$ cat src/rtl/div_real_seq_if.sv
// div_real_seq_if: operand/result valid-ready bundle for div_real_seq.
interface div_real_seq_if #(parameter int a_width = 1, b_width = 1, c_width = 1);
  logic signed [a_width-1:0] a;
  logic signed [b_width-1:0] b;
  logic                      in_valid;
  logic                      in_ready;
  logic signed [c_width-1:0] c;
  logic                      out_valid;
  logic                      out_ready;
  logic                      div_by_zero;
  modport master(output a, b, in_valid, out_ready, input in_ready, c, out_valid, div_by_zero);
  modport slave(input a, b, in_valid, out_ready, output in_ready, c, out_valid, div_by_zero);
endinterface

$ cat src/rtl/div_real_seq.sv
// div_real_seq: sequential signed fixed-point divider c = a / b, one quotient bit per clk.
// DIV_REAL_ROUND_EN selects round-half-away-from-zero instead of truncation toward zero.
module div_real_seq #(
  parameter int a_width = 1,
  parameter int a_exponent = 0,
  parameter int b_width = 1,
  parameter int b_exponent = 0,
  parameter int c_width = 1,
  parameter int c_exponent = 0
) (
  input logic clk,
  input logic rst,
  div_real_seq_if.slave bus
);
  localparam int S = a_exponent - b_exponent - c_exponent;
  localparam int SP = S > 0 ? S : 0;
  localparam int SN = S < 0 ? -S : 0;
  localparam int NW = a_width + SP;
  localparam int DW = b_width + 1;
  typedef enum logic [1:0] {IDLE, CALC, FIX, DONE} state_t;
  state_t state, state_nxt;
  logic [a_width:0] a_mag;
  logic [NW:0] a_ext;
  logic [DW-1:0] b_mag, d, rem;
  logic [DW:0] rem_sh;
  logic take, a_neg, neg;
`ifdef DIV_REAL_ROUND_EN
  localparam int RB = 1;
`else
  localparam int RB = 0;
`endif
  localparam int QW = NW + RB;
  localparam int CW = $clog2(QW) + 1;
  localparam int MW = (QW > c_width ? QW : c_width) + 1;
  logic [QW-1:0] nq;
  logic [CW-1:0] cnt;
  logic [MW-1:0] q, lim;
  logic [c_width-1:0] c_max, c_min, c_nxt;
  assign a_mag = bus.a[a_width-1] ? -{bus.a[a_width-1], bus.a} : {bus.a[a_width-1], bus.a};
  assign b_mag = bus.b[b_width-1] ? -{bus.b[b_width-1], bus.b} : {bus.b[b_width-1], bus.b};
  assign a_ext = (NW+1)'(a_mag);
  // nq starts as the dividend and fills with quotient bits as dividend bits shift out
  assign rem_sh = {rem, nq[QW-1]};
  assign take = rem_sh >= {1'b0, d};
`ifdef DIV_REAL_ROUND_EN
  assign q = MW'(nq >> 1) + MW'(nq[0]);
`else
  assign q = MW'(nq);
`endif
  assign lim = MW'(1) << (c_width - 1);
  assign c_max = c_width'(lim - MW'(1));
  assign c_min = c_width'(lim);
  always_comb begin
    c_nxt = d == '0 ? (a_neg ? c_min : c_max)
          : neg ? (q > lim ? c_min : c_width'(-q))
          : (q >= lim ? c_max : c_width'(q));
  end
  always_comb begin
    state_nxt = state == IDLE ? (bus.in_valid ? CALC : IDLE)
              : state == CALC ? (cnt == '0 ? FIX : CALC)
              : state == FIX  ? DONE
              : (bus.out_ready ? IDLE : DONE);
    bus.in_ready = state == IDLE;
    bus.out_valid = state == DONE;
  end
  always_ff @(posedge clk or posedge rst)
    if (rst) state <= IDLE;
    else state <= state_nxt;
  always_ff @(posedge clk or posedge rst)
    if (rst) begin
      nq <= '0;
      d <= '0;
      rem <= '0;
      cnt <= '0;
      a_neg <= 1'b0;
      neg <= 1'b0;
      bus.c <= '0;
      bus.div_by_zero <= 1'b0;
    end else if (state == IDLE && bus.in_valid) begin
      nq <= QW'(NW'((a_ext << SP) >> SN)) << RB;
      d <= b_mag;
      rem <= '0;
      cnt <= CW'(QW - 1);
      a_neg <= bus.a[a_width-1];
      neg <= bus.a[a_width-1] ^ bus.b[b_width-1];
    end else if (state == CALC) begin
      rem <= DW'(take ? rem_sh - {1'b0, d} : rem_sh);
      nq <= QW'({nq, take});
      cnt <= cnt - 1'b1;
    end else if (state == FIX) begin
      bus.c <= c_nxt;
      bus.div_by_zero <= d == '0;
    end
endmodule
$ cat src/flat_wrapper.sv
// flat-port wrapper written by rule: the top's interface ports become plain ports
module div_real_seq_flat 
#(
  parameter int a_width = 1,
  parameter int a_exponent = 0,
  parameter int b_width = 1,
  parameter int b_exponent = 0,
  parameter int c_width = 1,
  parameter int c_exponent = 0
)
  (clk, rst, bus_a, bus_b, bus_in_valid, bus_out_ready, bus_in_ready, bus_c, bus_out_valid, bus_div_by_zero);
  div_real_seq_if #(.a_width(a_width), .b_width(b_width), .c_width(c_width)) bus_i ();
  input logic clk;
  input logic rst;
  input wire logic [$bits(bus_i.a)-1:0] bus_a;
  input wire logic [$bits(bus_i.b)-1:0] bus_b;
  input wire logic [$bits(bus_i.in_valid)-1:0] bus_in_valid;
  input wire logic [$bits(bus_i.out_ready)-1:0] bus_out_ready;
  output wire logic [$bits(bus_i.in_ready)-1:0] bus_in_ready;
  output wire logic [$bits(bus_i.c)-1:0] bus_c;
  output wire logic [$bits(bus_i.out_valid)-1:0] bus_out_valid;
  output wire logic [$bits(bus_i.div_by_zero)-1:0] bus_div_by_zero;
  assign bus_i.a = bus_a;
  assign bus_i.b = bus_b;
  assign bus_i.in_valid = bus_in_valid;
  assign bus_i.out_ready = bus_out_ready;
  assign bus_in_ready = bus_i.in_ready;
  assign bus_c = bus_i.c;
  assign bus_out_valid = bus_i.out_valid;
  assign bus_div_by_zero = bus_i.div_by_zero;
  div_real_seq #(.a_width(a_width), .a_exponent(a_exponent), .b_width(b_width), .b_exponent(b_exponent), .c_width(c_width), .c_exponent(c_exponent)) u_core (.clk(clk), .rst(rst), .bus(bus_i));
endmodule
$ cat config.mk
export PLATFORM = sky130hd
export DESIGN_NAME = div_real_seq_flat
export DESIGN_NICKNAME = d
export VERILOG_FILES = /design/src/rtl/div_real_seq_if.sv /design/src/rtl/div_real_seq.sv /design/src/flat_wrapper.sv
export SDC_FILE = /design/constraint.sdc
export NUM_CORES = 1
export LEC_CHECK = 0
export ABC_AREA = 1
export CAP_MARGIN = 30
export CORE_UTILIZATION = 43
export CTS_CLUSTER_SIZE = 24
export DETAILED_ROUTE_END_ITERATION = 10
export PLACE_DENSITY = 0.7
export SLEW_MARGIN = 30
export SYNTH_ARGS = -nofsm -noshare
export SYNTH_HDL_FRONTEND = slang
export SYNTH_SLANG_ARGS = --single-unit
$ cat constraint.sdc
create_clock -name clk -period 1.4 [get_ports clk]
set_clock_uncertainty 0.2 [all_clocks]
set_input_delay 0.28 -clock clk [delete_from_list [all_inputs] [get_ports clk]]
set_output_delay 0.28 -clock clk [all_outputs]
set_load 0.02 [all_outputs]
==> run metrics, run 1 <==
status=finished, violations left; failing checks=negative setup slack; FF-to-FF Start=u_core.state[0]$_DFF_PP0_; die extent in y=38.0 um; CP top delay family=flip-flops; critical path depth=2; initial DRC count=14; Worst-Skew Late Latency=0.27 ns; first-pass GRT wire length=1.86 mm; antenna violations before repair=0; flops & latches, synth=11; Max FO, Critical Path=4; Congestion Overflow GR=0; post-route insts no fill=108; worst hold slack=0.0953 ns; Slew Limit Fails=0; part of the Yosys area used for sequential elements=49.3%; P_int=1.14 mW; Final min period=1.42 ns; Worst Tran Pin Value=0.410 ns; Core Area=1160 um^2; Buffers on Ports=9; r2r setup slk=0.05 ns; Vias=495; max-capacitance violation count=0; critical path cell sequence=nor2_4 > buf_6; Psw=0.816 mW; Clk pin slew, worst setup/hold paths=0.07 ns; Setup violations, final=2; DR WL/cell=10.1 um; P per Cell Area=2430 nW/um^2; Crit path arrival time=0.94 ns; clock root buffer=clkbuf_4; class of the worst hold path=input pin to asynchronous set/reset pin; Mean Syn Cell Area=7.86 um^2; TritonCTS Buffers=3; final setup margin=-0.0247 ns; Detailed Place HPWL=829 um; starting density of the core=48.3%; final hold vios=0; Slowest-stage cell, CP=dfrtp_2; CTS max path bufs=2; layout cells sized above 1=36.2%; row count=12; placed cells=103; Largest stage delay, worst path=0.44 ns; Cell Area, Synth=558 um^2; Max Clk Rate=702 MHz; Final #Nets=102; CP Data Required Time=0.92 ns; DRT antenna net count=0; power share of the sequential group=31.1%; largest net degree at the start of global routing=12; n_diodes=0; P&R area growth vs syn=43.9%; DRC=0; CP endpoint kind=primary output; First-pass DRT Iterations=4; GP Congestion=0.747; syn nets=78; Die Span X=38.0 um; Crit Path Category=register to primary output; Die ar.=1450 um^2; Worst R2R End=u_core.neg$_DFFE_PP0P_; H-tree depth=1; Gate Count Post-Synth=71; Critical path origin=u_core.state[0]$_DFF_PP0_; Clock Sinks=11; routed wire length=1.09 mm; CP endpoint=bus_in_ready; share of total power in combinational logic=57.8%; Post-CTS Hold Buffers=0; P_leak=0.421 nW; worst rel slew slack=72.6%; Switching Share=41.8%; Yosys Warn Count=0; Yosys cell types=14; io pins=10; Worst IR Drop VDD=1.14 mV; final total power=1.95 mW; via/cell ratio=4.58; vias in the first global route=470; RSZ-0062 raised after global routing=true; CTS tree=yes; total track usage=19.6%; crit path buf inv count=1; Final Cycle Share=102%; Setup crit start kind=register; R2R cell count=6; Clock power frac=11.1%
## flip-flops by register name, indices dropped and copies added (netlist names)
signal / count
u_core.a_neg: 1
u_core.bus.c: 1
u_core.bus.div_by_zero: 1
u_core.cnt: 1
u_core.d: 1
u_core.neg: 1
u_core.nq: 1
u_core.rem: 2
u_core.state: 2
## worst min-delay path by stage
stage	from	end	slack [ns]	cells after the start
3_3_place_gp	u_core.rem[1]$_DFFE_PP0P_	u_core.rem[1]$_DFFE_PP0P_	0.27	2
5_1_grt	rst	u_core.rem[0]$_DFFE_PP0P_	0.16	2
4_1_cts	rst	u_core.rem[0]$_DFFE_PP0P_	0.11	2
2_1_floorplan	rst	u_core.a_neg$_DFFE_PP0P_	-0.07	1
3_5_place_dp	u_core.rem[1]$_DFFE_PP0P_	u_core.rem[1]$_DFFE_PP0P_	0.27	2
6_report	rst	u_core.rem[0]$_DFFE_PP0P_	0.1	2
## timing repair
| item | CTS | global route |
|---|---|---|
| pin swaps | 4 | 6 |
| setup buffers | 1 | 0 |
| endpoints found under the setup margin | 6 | 11 |
| resized for setup | 20 | 16 |
## placed cells by master (no fill, tap or decap), drive strengths merged
cell / n
a21oi: 3
nor2: 4
inv: 13
a31oi: 1
o21ai: 7
clkbuf: 4
xnor2: 1
or2: 1
buf: 14
clkdlybuf4s50: 5
ha: 1
nand3: 3
dfrtp: 11
nand2: 26
## synthesized netlist by cell type
library cell / count / share of area, %
a21oi_1: 3 / 2.7
a31oi_1: 1 / 1.1
dfrtp_1: 11 / 49
ha_1: 1 / 2.2
inv_1: 13 / 8.7
nand2_1: 25 / 17
nand2_4: 1 / 2.0
nand3_1: 3 / 2.7
nor2_1: 3 / 2.0
nor2_4: 1 / 2.0
o21ai_0: 5 / 4.5
o21ai_2: 2 / 3.1
or2_1: 1 / 1.1
xnor2_1: 1 / 1.6
## routing by layer
| layer | vias up | GRT usage, % | routed length [um] |
|---|---|---|---|
| met1 | 217 | 26.4 | 538 |
| li1 | 264 | - | - |
| met2 | 10 | 28.4 | 492 |
| met3 | 4 | 1.74 | 32 |
| met5 | - | 0 | 0 |
| met4 | 0 | 16.1 | 23 |
## power groups by stage
stage                     clock network, mW  logic [mW]  registers (mW)
after detailed placement                  0       0.985           0.589
after CTS                             0.222        1.02           0.583
after floorplan                           0       0.519           0.631
final                                 0.217        1.13           0.606
after global placement                    0       0.968           0.580
after global routing                  0.233        1.26           0.626
## area by class of cell
type,count,area (um^2)
clock buffers,4,26.3
flip-flops and latches,11,278
repair buffers,19,161
well taps,14,17.5
inverters,13,48.8
multi-input cells,47,272
fillers,85,353
## metrics by stage
stage          utilization, %  TNS, ns  setup WS (ns)  area [um^2]
2_1_floorplan               -        0         0.0263          558
3_3_place_gp             63.4   -0.753         -0.194          733
3_5_place_dp             63.4   -0.826         -0.207          733
4_1_cts                  67.2  -0.0684        -0.0373          777
5_1_grt                  69.5   -0.143        -0.0595          803
6_report                 69.5  -0.0428        -0.0247          803
## worst register-to-register path: stages (launching register included)
cell	delay, ns
dfrtp_2	0.44
nor2_4	0.13
buf_4	0.14
nand2_4	0.06
buf_4	0.15
nand2_1	0.05
o21ai_0	0.07
## logic make-up after synthesis
family	after synthesis	synth area share, %
buf+inv	13	8.74
xor+xnor	1	1.57
compound gates	11	11.4
fa+ha+maj	1	2.24
simple gates	34	26.7
flops	11	49.3
Note: power is estimated with default switching activity, not from simulation.
==> run 2, diff against run 1 <==
--- a/config.mk
+++ b/config.mk
@@ -7,7 +7,9 @@
 export LEC_CHECK = 0
 export ABC_AREA = 1
 export CAP_MARGIN = 30
+export CORE_MARGIN = 2
 export CORE_UTILIZATION = 43
+export CTS_CLUSTER_DIAMETER = 120
 export CTS_CLUSTER_SIZE = 24
 export DETAILED_ROUTE_END_ITERATION = 10
 export PLACE_DENSITY = 0.7
==> run 2 against run 1 <==
The flow still finishes with violations (negative setup slack); highest routed layer is now met3; via count decreased by 2.2%; routed wire length rose by 2.7%; clock-buffer cell count is 1 lower; design area shrank 6.2%; first-iteration DRC count fell by 71%; critical path depth unchanged; critical path type unchanged; core utilization down 4.3 points; fmax about the same.
==> run metrics, run 2 (synthesis gave the netlist of run 1 again) <==
status=finished, violations left (unchanged); failing checks=negative setup slack (unchanged); setup TNS=-0.0468 ns (was -0.0428 ns); Worst IR Drop VDD=1.14 mV (about the same); Worst Tran Pin Value=0.416 ns (was 0.410 ns); total track usage=17.3% (was 19.6%); P_leak=0.403 nW (was 0.421 nW); DRC=0 (unchanged); met3 usage=5.00% (was 1.74%); final hold vios=0 (unchanged); Die Span X=40.0 um (was 38.0 um); most frequent cells in the layout=nand2_1, dfrtp_1, inv_1, buf_4, clkdlybuf4s50_1 (was nand2_1, inv_1, buf_4, dfrtp_1, nand2_2); Crit path arrival time=0.95 ns (was 0.94 ns); CTS tree=yes (unchanged); initial DRC count=4 (was 14); Filler Cell Count=90 (was 85); Worst-Skew Late Latency=0.27 ns (about the same); Slowest-stage cell, CP=dfrtp_1 (was dfrtp_2); Slew Limit Fails=0 (unchanged); n_diodes=0 (unchanged); Congestion Overflow GR=0 (unchanged); H-tree depth=1 (unchanged); DR WL/cell=10.7 um (was 10.1 um); worst hold slack=0.0922 ns (was 0.0953 ns); antenna violations before repair=0 (unchanged); worst rel slew slack=72.2% (was 72.6%); clock root buffer=clkbuf_4 (unchanged); most common cell after layout, fill and taps aside=nand2_1 (unchanged); Max FO, Critical Path=3 (was 4); RSZ-0062 raised after global routing=true (unchanged); io pins=10 (unchanged); First-pass DRT Iterations=2 (was 4); GP Congestion=0.753 (was 0.747); via/cell ratio=4.65 (was 4.58); Max Clk Rate=701 MHz (was 702 MHz); starting density of the core=48.3% (unchanged); TritonCTS Buffers=3 (unchanged); Crit Path Category=register to primary output (unchanged); M2 GR Usage=24.2% (was 28.4%); final setup margin=-0.0257 ns (was -0.0247 ns); critical path cell sequence=nor2_4 > buf_6 (unchanged); CP endpoint kind=primary output (unchanged); layout cells sized above 1=28.9% (was 36.2%); CP top delay family=flip-flops (unchanged); CTS max path bufs=2 (unchanged); Top Registers=u_core.rem: 2 flops, u_core.state: 2 flops (unchanged); Final Cycle Share=102% (about the same); Setup violations, final=2 (unchanged); CP Data Required Time=0.92 ns (about the same); P per Cell Area=2400 nW/um^2 (was 2430 nW/um^2); Detailed Place HPWL=829 um (about the same); P&R area growth vs syn=35.0% (was 43.9%); Setup crit start kind=register (unchanged); post-CTS setup buffers=0 (was 1); Buffers on Ports=9 (unchanged); Post-CTS Hold Buffers=0 (unchanged); Largest stage delay, worst path=0.42 ns (was 0.44 ns); max-capacitance violation count=0 (unchanged); routed wire length=1.12 mm (was 1.09 mm); crit path buf inv count=1 (unchanged); largest net degree at the start of global routing=12 (unchanged); Vias=484 (was 495); row count=12 (unchanged); Clock Sinks=11 (unchanged); Final min period=1.43 ns (was 1.42 ns); Core Area=1160 um^2 (unchanged); vias in the first global route=421 (was 470); die extent in y=40.0 um (was 38.0 um); Final #Nets=98 (was 102); met1 Use GR=23.3% (was 26.4%); GRT busiest layer=met2 (unchanged); DRT antenna net count=0 (unchanged); Clk pin slew, worst setup/hold paths=0.08 ns (was 0.07 ns); Die ar.=1600 um^2 (was 1450 um^2); class of the worst hold path=input pin to asynchronous set/reset pin (unchanged); first-pass GRT wire length=1.73 mm (was 1.86 mm)
-- run 2: cell types whose count changed in the layout (fill, tap and decap cells not counted), sizes merged --
| cell | previous run | this run |
|---|---|---|
| buf | 14 | 10 |
| clkinv | 0 | 1 |
| clkbuf | 4 | 3 |
-- run 2: cell type report --
cell class / instances / area [um^2] / area share (%)
clock buffer: 3 / 22.5 / 2.99
clock inverter: 1 / 5.00 / 0.664
inverter: 13 / 48.8 / 6.48
multi-input combinational: 47 / 256 / 34.1
sequential: 11 / 275 / 36.5
tap: 14 / 17.5 / 2.33
timing repair buffer: 15 / 128 / 16.9
-- run 2: where the power goes --
group	total [mW]	leakage, nW	switching [mW]	internal (mW)
sequential	0.590	0.134	0.114	0.476
combinational	0.994	0.251	0.558	0.436
clock	0.223	0.0177	0.117	0.106
-- run 2: metal layers --
metal  part of all wire (%)  vias to the layer above
met1                     48                      217
met3                    3.5                        0
met2                     48                        7
met4                      0                        0
li1                       -                      260
met5                      0                        -
-- run 2: worst register-to-register path, cell delays in order (launching register included) --
cell and delay (ns):
dfrtp_1 0.42, nor2_4 0.13, buf_4 0.15, nand2_4 0.06, nand2_2 0.09, inv_1 0.07
nand2_1 0.09, o21ai_2 0.05
-- run 2: worst paths after layout --
path | from | endpoint | slack, ns | cells after the start
setup / recovery | u_core.state[1]$_DFF_PP0_ | bus_in_ready | -0.03 | 2
hold / removal | rst | u_core.state[0]$_DFF_PP0_ | 0.09 | 2
setup reg to reg | u_core.state[1]$_DFF_PP0_ | u_core.rem[0]$_DFFE_PP0P_ | 0.03 | 7
hold reg to reg | u_core.a_neg$_DFFE_PP0P_ | u_core.a_neg$_DFFE_PP0P_ | 0.29 | 2
max in group asynchronous | rst | u_core.rem[1]$_DFFE_PP0P_ | 0.61 | 2
min in group clk | u_core.a_neg$_DFFE_PP0P_ | u_core.a_neg$_DFFE_PP0P_ | 0.29 | 2
-- run 2: per-stage QoR --
step	setup WS (ns)	instance area [um^2]	instances	power, mW	util, %
after global routing	-0.0877	753	104	1.96	65.2
final	-0.0257	753	104	1.81	65.2
after floorplan	0.0263	558	71	1.15	-
after CTS	-0.0356	751	104	1.78	64.9
after global placement	-0.184	711	100	1.50	61.5
after detailed placement	-0.197	711	100	1.53	61.5
-- run 2: repair_timing --
action	4_1_cts	5_1_grt
setup endpoints to repair	6	10
endpoints found under the hold margin	0	0
gates resized for setup	21	10
pin swaps	1	5
